**config.mk**
```make
export PLATFORM = sky130hd
export DESIGN_NAME = multicycle_control_unit
export DESIGN_NICKNAME = d
export VERILOG_FILES = /design/src/rtl/multicycle_control_unit.sv
export SDC_FILE = /design/constraint.sdc
export NUM_CORES = 1
export LEC_CHECK = 0
export BUFFER_PORTS_ARGS = -buffer_cell sky130_fd_sc_hd__buf_2
export CAP_MARGIN = 20
export CORE_ASPECT_RATIO = 1.4
export CORE_UTILIZATION = 45
export DETAILED_ROUTE_END_ITERATION = 6
export HOLD_SLACK_MARGIN = 0.06
export PLACE_DENSITY_LB_ADDON = 0.3
export SYNTH_ARGS = -nofsm -noshare
export SYNTH_HDL_FRONTEND = slang
export SYNTH_SLANG_ARGS = --single-unit
```
**constraint.sdc**
```tcl
create_clock -name clk -period 5.12 [get_ports clk]
set_input_delay 1.024 -clock clk [delete_from_list [all_inputs] [get_ports clk]]
set_output_delay 1.024 -clock clk [all_outputs]
set_load 0.005 [all_outputs]
```
**src/rtl/multicycle_control_unit.sv**
```systemverilog
// multicycle_control_unit: fetch/decode/execute/memory/writeback sequencer for a multicycle RV64I datapath
module multicycle_control_unit #(
  parameter int CNT_WIDTH = 32
) (
  input  logic                 clk,
  input  logic                 reset,
  input  logic [6:0]           opcode,
  input  logic [2:0]           funct3,
  input  logic                 zero,
  input  logic                 lt,
  input  logic                 mem_ready,
  output logic                 ir_write,
  output logic                 pc_write,
  output logic                 pc_src,
  output logic                 mem_read,
  output logic                 mem_write,
  output logic                 iord,
  output logic                 alu_src,
  output logic [1:0]           alu_op,
  output logic                 reg_write,
  output logic                 mem_to_reg,
  output logic                 illegal_instr,
  output logic [CNT_WIDTH-1:0] instr_retired
);
  typedef enum logic [2:0] {FETCH, DECODE, EXEC, MEM, WB} state_t;
  state_t state, next_state;
  logic retire, is_r, is_i, is_ld, is_st, is_br, legal, taken;
  assign is_r  = opcode == 7'b0110011;
  assign is_i  = opcode == 7'b0010011;
  assign is_ld = opcode == 7'b0000011;
  assign is_st = opcode == 7'b0100011;
  assign is_br = opcode == 7'b1100011;
  assign legal = is_r | is_i | is_ld | is_st | is_br;
  assign taken = (funct3 == 3'b000 & zero) | (funct3 == 3'b001 & ~zero) |
                 (funct3 == 3'b100 & lt)   | (funct3 == 3'b101 & ~lt);
  // State register and retired-instruction counter
  always_ff @(posedge clk) begin
    if (reset) begin
      state         <= FETCH;
      instr_retired <= '0;
    end else begin
      state <= next_state;
      if (retire) instr_retired <= instr_retired + 1'b1;
    end
  end
  // Next-state and control decode from state plus IR fields and flags
  always_comb begin
    next_state    = state;
    retire        = 1'b0;
    ir_write      = 1'b0;
    pc_write      = 1'b0;
    pc_src        = 1'b0;
    mem_read      = 1'b0;
    mem_write     = 1'b0;
    iord          = 1'b0;
    alu_src       = 1'b0;
    alu_op        = 2'b00;
    reg_write     = 1'b0;
    mem_to_reg    = 1'b0;
    illegal_instr = 1'b0;
    case (state)
      FETCH: begin
        mem_read   = 1'b1;
        ir_write   = mem_ready;
        pc_write   = mem_ready;
        next_state = mem_ready ? DECODE : FETCH;
      end
      DECODE: begin
        illegal_instr = ~legal;
        next_state    = legal ? EXEC : FETCH;
      end
      EXEC: begin
        alu_src    = is_i | is_ld | is_st;
        alu_op     = (is_r | is_i) ? 2'b10 : is_br ? 2'b01 : 2'b00;
        pc_write   = is_br & taken;
        pc_src     = is_br & taken;
        retire     = is_br;
        next_state = (is_ld | is_st) ? MEM : (is_r | is_i) ? WB : FETCH;
      end
      MEM: begin
        iord       = 1'b1;
        alu_src    = 1'b1;
        mem_read   = is_ld;
        mem_write  = is_st;
        retire     = mem_ready & is_st;
        next_state = ~mem_ready ? MEM : is_ld ? WB : FETCH;
      end
      WB: begin
        reg_write  = 1'b1;
        mem_to_reg = is_ld;
        alu_src    = is_i | is_ld;
        alu_op     = (is_r | is_i) ? 2'b10 : 2'b00;
        retire     = 1'b1;
        next_state = FETCH;
      end
      default: next_state = FETCH;
    endcase
  end
endmodule

```
# After elaboration in Yosys (flattened, before gate mapping)
# Cells that the tools add are included.
# classes
add_sub_neg	1
multipliers	0
div_mod_pow	0
n_lt_le_gt_ge	0
n_eq_ne	12
shift	0
muxes	22
bitwise_logic	19
reduce_logical	2
# ops
cell	n
adder 32 x 1 -> 32 bit (second input constant)	1
equality test 7 x 6 -> 1 bit (second input constant)	2
2-to-1 mux 3 bit	4
one-hot mux 3 bit (4 select lines)	1
bitwise OR 1 bit	10
equality test 3 bit (second input constant)	3
2-to-1 mux 1 bit	9
equality test 7 x 2 -> 1 bit (second input constant)	1
equality test 7 x 5 -> 1 bit (second input constant)	1
equality test 7 bit (second input constant)	1
bitwise AND 1 bit	6
equality test 3 x 1 -> 1 bit (second input constant)	2
equality test 3 x 2 -> 1 bit (second input constant)	2
zero test 3 bit	2
2-to-1 mux 2 bit	3
one-hot mux 1 bit (3 select lines)	2
one-hot mux 1 bit (2 select lines)	2
one-hot mux 2 bit (2 select lines)	1
inverter 1 bit	3
# totals
reg_bits	35
latch_bits	0
ram_bits	0
mem_bits_ro	0
input_bits	15
output_inout_bits	44
wordCells	58
memories	0

# Longest topological paths before layout
# Gate-level depths: netlist of the first run.
# logic_depth
word_depth	7
depth_mapped	7
mapped_depth_nobuf	7

# Worst setup path after synthesis of the first run
# OpenSTA, ideal clock, no wires.
# synth_path
path_type	input to output
startpoint	input opcode[2]
endpoint	output pc_write
arrival_ns	1.974
required_ns	4.096
slack_ns	2.122
cell_stages	4
path_buffers	0
cell_sequence	and4bb_2 -> nand3_1 -> nor4_1 -> or2_2
# synth_between
elab_chain_cells	3
# synth_lines
item	line	rtl
start, declared	7	input logic [6:0] opcode,
equality test 7 bit	32	assign is_br = opcode == 7'b1100011;
bitwise AND 1 bit	75	pc_write = is_br & taken;
one-hot mux 1 bit (2 select lines)	61	case (state)
end, declared	13	output logic pc_write,
# No other way between the ends.

# Worst setup path in the final report of the first run
# Ends and elaborated chain as after synthesis.

==> metrics.log, run 1 <==
INFO  metric outcome = finished clean
INFO  metric cts-root-buf = clkbuf_8
INFO  metric dr.first_iter.drc_count = 150
INFO  metric tns = 0 ps
INFO  metric drive_gt1_share = between 20% and 30%
INFO  metric routed_wire_length_per_instance = between 10 and 15 µm
INFO  metric seq_power_share = 55.7%
INFO  metric drt.antenna.violating_nets = 0
INFO  metric worst-path-max-fanout = 4
INFO  metric hold_viol_final = 0
INFO  metric critical-path-max-stage-delay = approximately 350 ps
INFO  metric post-dp-hpwl = between 3000 and 4000 µm
INFO  metric timing_worst_setup_path_type = input pin to primary output
INFO  metric post_drt_via_cell_ratio = around 5.6
INFO  metric ioPinCount = between 50 and 60
INFO  metric clk_transition_reported_paths = about 70 ps
INFO  metric async_reset_ff_share = 0%
INFO  metric period_share = about three fifths
INFO  metric core.rowCount = 29
INFO  metric report.final.slew_viol_count = 0
INFO  metric dp.cells = about 360
INFO  metric yosys_register_bits = 35
INFO  metric net-switching-power = 0.114 mW
INFO  metric grt_antenna_before_repair = 0
INFO  metric die_y = 83.0 µm
INFO  metric power_density = between 150 and 200 nW/µm²
INFO  metric crit_chain = buf_2, and4bb_2, nand3_1, nor4_1, or2_2, buf_2
INFO  metric grt.total_usage = 20.3%
INFO  metric cp.arrival = around 2100 ps
INFO  metric die_x = approximately 60 µm
INFO  metric synth_area_per_cell = approximately 8.6 µm²
INFO  metric ys_types = 55
INFO  metric cellLeakagePower = 0.954 nW
INFO  metric most_frequent_cells_in_the_layout = buf_2, dfxtp_1, nor2_1
INFO  metric synthesis.nets = between 200 and 300
INFO  metric syn-instance-count = 246
INFO  metric fmaxAchievable = around 0.32 GHz
INFO  metric h-tree-depth = 2
INFO  metric path_common_cell = buf_2
INFO  metric cell_internal_pwr = 0.379 mW
INFO  metric num_antenna_cells = 0
INFO  metric port-buffer-count = just under 60
INFO  metric relSlewSlack = 54.8%
INFO  metric cp.required = slightly above 4000 ps
INFO  metric clock_tree_from_tritoncts = done
INFO  metric gp_congestion = ~0.84
INFO  metric nets = approximately 320
INFO  metric wl = 4810 µm
INFO  metric route.detailed.drc = 0
INFO  metric die_footprint = 4970 µm²
INFO  metric critPathBufInv = 2
INFO  metric period_needed = 3150 ps
INFO  metric routed_vias = around 2000
INFO  metric final_standard_cell_count_with_taps_included_and_fillers_excluded = between 300 and 400
INFO  metric largest_net_degree_at_the_start_of_global_routing = 40
INFO  metric cts_repair_resize_count = 0
INFO  metric synth.yosys.warnings = 0
INFO  metric hp-class = flop to flop
INFO  metric clock_sinks = 35
INFO  metric coreArea = approximately 4500 µm²
INFO  metric fillCellCount = 437
INFO  metric synth_area = approximately 2100 µm²
INFO  metric share_comb_of_total_power = roughly 5.2%
INFO  metric p_clk_share = between 30 and 40%
INFO  metric synth_sequential_area_ratio = around a third
INFO  metric clk_path_buf_depth = 2
INFO  metric max_cap_viol = 0
INFO  metric cts_inserted_buffers = 5
INFO  metric effective_utilization_at_floorplan = between 40% and 50%
INFO  metric timing.critical_path.from_type = input pin
INFO  metric slew_worst_pin = 677 ps
INFO  metric cts.hold.buffers_added = 0
INFO  metric drt-pass1-iter-count = 4
INFO  metric switching_portion_of_total_power = approximately 23%
INFO  metric later_pin_clock_latency_in_the_skew_report = 290 ps
INFO  metric crit_family = simple AND/OR/NAND/NOR gates
INFO  metric timing.critical_path.slowest_stage_cell = and4bb_2
INFO  metric ys_dominant_reg_cell = dfxtp_1
INFO  metric vdd.ir_drop.worst = 0.146 mV
INFO  metric setup_violations = 0
INFO  metric grt_pass1_vias = between 1500 and 2000
INFO  metric fin_skew = between 5 and 6 ps
INFO  metric final_common_cell = buf_2
INFO  metric timing.critical_path.to_type = primary output
INFO  metric total_overflow_reported_by_the_global_router = 0
INFO  metric first_pass_grt_wire_length = just under 8000 µm
INFO  metric synth-edff-count = 0
INFO  metric grt_setup_unrepaired = false
INFO  metric postCtsSetupBuffers = 0
INFO  metric syn2layout_area_growth = 19.0%
[worst reg2reg max path: stages (launching register included)]
cell and delay (ps):
dfxtp_1 550, nor2b_4 340, o2111ai_4 360, a2111oi_4 660, nand3_1 160, mux2_1 330
[state kept, by name, indices dropped and copies added (netlist names)]
signal         flops
instr_retired     32
state              3
[layout make-up]
cell class / count / area [µm²] / share of cell area [%]
clock buffer: 7 / 76.3 / 3.04
clock inverter: 1 / 5.00 / 0.199
inverter: 10 / 38.8 / 1.54
multi-input combinational: 190 / 1320 / 52.7
sequential: 35 / 701 / 27.9
tap: 62 / 77.6 / 3.09
timing repair buffer: 58 / 290 / 11.6
[final timing paths]
kind                      from                 to  slack, ps  cells after the start
max                  opcode[2]           pc_write       1970                      6
min          instr_retired[31]  instr_retired[31]        480                      2
max reg2reg           state[1]  instr_retired[24]       2620                      5
min reg2reg  instr_retired[31]  instr_retired[31]        480                      2
[cell usage after synthesis, types with 2 or more instances]
library cell  count  area (µm²)
nand2_1          10        37.5
a211oi_1          4        30.0
and3b_1           2        17.5
o21ai_0           9        45.0
nor2_1           30         113
nand2b_1          4        25.0
nor3b_1           2        15.0
o2111ai_1         2        17.5
xor2_1            4        35.0
mux2_1            3        33.8
nand4_1           5        31.3
clkbuf_1          7        26.3
a21o_1            3        22.5
a31oi_1           2        12.5
xnor2_1          12         105
nor4b_1           2        17.5
nor2b_1           7        43.8
or3_1             6        37.5
inv_1             9        33.8
o31ai_1           2        15.0
or2_2             2        12.5
nand3_1          14        70.1
and4_1            3        26.3
a2111oi_4         2        55.1
and2_1            3        18.8
and2b_1           2        15.0
a21oi_1          17        85.1
buf_2             2        10.0
mux2i_1           3        30.0
dfxtp_1          35         701
nor4_1            4        25.0
nand3b_1          4        30.0
a2111oi_2         5        75.1
nor3_1            2        10.0
and3_1            3        18.8
[per-stage QoR]
step	hold WS [ps]	utilization [%]	instance area, µm²	setup slack [ps]	power (mW)
6_report	483	55.4	2510	1970	0.493
5_1_grt	522	55.4	2510	1860	0.513
4_1_cts	482	55.4	2510	1960	0.498
3_5_place_dp	469	53.6	2430	1960	0.307
3_3_place_gp	463	53.6	2430	2000	0.306
2_1_floorplan	468	-	2110	2120	0.295
[cell families after synthesis]
group / count (synthesis) / synth area share (%)
AO/OA/AOI/OAI: 56 / 22.8
XOR/XNOR: 16 / 6.64
multiplexers: 6 / 3.02
buffers and inverters: 21 / 4.09
flip-flops: 35 / 33.2
AND/OR/NAND/NOR: 111 / 29.7
adder cells (fa/ha/maj): 1 / 0.593
[per-layer routing]
| layer | vias to the layer above | global-route usage (%) | routed length (µm) |
|---|---|---|---|
| met1 | 953 | 25.6 | 2110 |
| li1 | 1013 | - | - |
| met3 | 10 | 4.21 | 203 |
| met4 | 0 | 8.25 | 103 |
| met2 | 53 | 32.7 | 2390 |
| met5 | - | 0 | 0 |
[power groups by stage]
stage	logic, mW	registers [mW]	clock network [mW]
final	0.0257	0.274	0.193
after global routing	0.0291	0.275	0.209
after CTS	0.0262	0.274	0.197
after detailed placement	0.0261	0.281	0
after global placement	0.0258	0.281	0
after floorplan	0.0158	0.279	0
No activity file was read; power rests on OpenSTA's default activity.
==> inputs of run 2 (changes only) <==
==> constraint.sdc (replaced) <==
create_clock -name clk -period 3.2 [get_ports clk]
set_input_delay 0.64 -clock clk [delete_from_list [all_inputs] [get_ports clk]]
set_output_delay 0.64 -clock clk [all_outputs]
set_load 0.005 [all_outputs]
==> metrics.log, run 2 (synthesized netlist as in run 1, its figures left out) <==
INFO  metric vdd.ir_drop.worst = a little over 0.3 mV
INFO  metric top_layer = met4
INFO  metric top_regs = instr_retired (32), state (3)
INFO  metric num_antenna_cells = 0
INFO  metric h-tree-depth = 2
INFO  metric routed_wire_length_per_instance = approximately 13 µm
INFO  metric total_overflow_reported_by_the_global_router = 0
INFO  metric port-buffer-count = a little under 60
INFO  metric dr.first_iter.drc_count = between 100 and 150
INFO  metric post_drt_via_cell_ratio = 5.54
INFO  metric largest_register = instr_retired
INFO  metric period_share = between 70% and 80%
INFO  metric coreArea = 4540 µm²
INFO  metric syn2layout_area_growth = 19.6%
INFO  metric cts_repair_resize_count = 0
INFO  metric worst_hold_path.num_cells = 2
INFO  metric power = ~0.8 mW
INFO  metric timing.critical_path.to_type = primary output
INFO  metric cts_inserted_buffers = 5
INFO  metric worst-path-max-fanout = 12
INFO  metric die_footprint = about 5000 µm²
INFO  metric cts-root-buf = clkbuf_8
INFO  metric postCtsSetupBuffers = 0
INFO  metric slew_worst_pin = about 670 ps
INFO  metric clk_transition_reported_paths = around 70 ps
INFO  metric period_needed = approximately 2500 ps
INFO  metric route.met3.wl = ~210 µm
INFO  metric timing.critical_path.from_type = flop
INFO  metric most_frequent_cells_in_the_layout = buf_2, dfxtp_1, nor2_1
INFO  metric relSlewSlack = a little under three fifths
INFO  metric fmaxAchievable = between 0.3 and 0.4 GHz
INFO  metric report.final.slew_viol_count = 0
INFO  metric clock_tree_from_tritoncts = done
INFO  metric later_pin_clock_latency_in_the_skew_report = approximately 290 ps
INFO  metric setup_violations = 0
INFO  metric clock_sinks = 35
INFO  metric cp.required = between 2000 and 3000 ps
INFO  metric grt.total_usage = a little over a fifth
INFO  metric max_cap_viol = 0
INFO  metric grt_setup_unrepaired = false
INFO  metric route.detailed.drc = 0
INFO  metric fin_skew = 5.08 ps
INFO  metric crit_chain = nor2b_4, nand3_1, nor4_1, or2_2, buf_2
INFO  metric nets = 317
INFO  metric ioPinCount = 59
INFO  metric gp_congestion = slightly above 0.8
INFO  metric cts.hold.buffers_added = 0
INFO  metric power_density = 316 nW/µm²
INFO  metric core.rowCount = 29
INFO  metric timing.critical_path.slowest_stage_cell = dfxtp_1
INFO  metric setup.reg_to_reg.worst_slack = between 700 and 800 ps
INFO  metric grt_pass1_vias = ~1900
INFO  metric wl = 4860 µm
INFO  metric drt-pass1-iter-count = 4
INFO  metric outcome = finished clean
INFO  metric cp.arrival = roughly 1900 ps
INFO  metric r2r.worst_path.cells = 5
INFO  metric post-dp-hpwl = approximately 3500 µm
INFO  metric clk_path_buf_depth = 2
INFO  metric drive_gt1_share = between 20% and 30%
INFO  metric cellLeakagePower = approximately 0.96 nW
INFO  metric largest_net_degree_at_the_start_of_global_routing = 40
INFO  metric timing_worst_setup_path_type = flop to primary output
INFO  metric drt-met1-wl = 2160 µm
INFO  metric largest_register_ffs = 32
INFO  metric die_x = roughly 60 µm
INFO  metric hp-class = flop to flop
INFO  metric die_y = between 80 and 90 µm
INFO  metric drt.antenna.violating_nets = 0
INFO  metric first_pass_grt_wire_length = between 8000 and 9000 µm
INFO  metric hold_viol_final = 0
INFO  metric met2_wl_post_dr = between 2000 and 2500 µm
INFO  metric critical-path-max-stage-delay = ~560 ps
INFO  metric tns = 0 ps
INFO  metric grt_antenna_before_repair = 0
INFO  metric effective_utilization_at_floorplan = 46.5%
INFO  metric routed_vias = a little over 2000
INFO  metric final_common_cell = buf_2
-- run 2: changes by cell type in the layout (fill, tap and decap cells not counted), sizes merged --
cell      previous run  this run
clkinvlp             0         1
clkbuf               7         6
buf                 58        59
-- run 2: worst max-delay path: cells and delay by family, from the launching register on --
kind / cells / cell delay, ps
buffers and inverters: 1 / 100
and+or+nand+nor: 4 / 940
DFF: 1 / 560
-- run 2: layout make-up --
class / instances / area [µm²]
Timing Repair Buffer: 59 / 298
Multi-Input combinational cell: 190 / 1320
Clock buffer: 6 / 72.6
Inverter: 10 / 38.8
Tap cell: 62 / 77.6
Sequential cell: 35 / 701
Fill cell: 454 / 2010
Clock inverter: 2 / 12.5
-- run 2: final timing paths --
check | start | to
worst min-delay path | instr_retired[31] | instr_retired[31]
worst max-delay path | state[1] | pc_write
worst max register to register | state[1] | instr_retired[24]
worst min register to register | instr_retired[31] | instr_retired[31]
-- run 2: where the power goes --
part	total, mW	switching, mW	internal [mW]	leakage, nW
registers	0.439	0.00294	0.436	0.282
clock network	0.316	0.164	0.152	0.0412
logic	0.0412	0.0235	0.0176	0.635
total	0.796	0.191	0.606	0.958
-- run 2: per-stage QoR --
step	cell area, µm²	instances	worst slack, ps	hold WS, ps	util [%]
3_5_place_dp	2440	356	507	480	53.8
3_3_place_gp	2440	356	540	464	53.8
5_1_grt	2520	364	514	512	55.6
2_1_floorplan	2110	246	946	468	-
4_1_cts	2520	364	653	490	55.6
6_report	2520	364	668	485	55.6
-- run 2: layer usage --
metal | vias to the layer above | global-route usage (%)
li1 | 1009 | -
met1 | 943 | 26.1
met2 | 52 | 32.9
met3 | 11 | 4.83
met4 | 0 | 11.0
met5 | - | 0
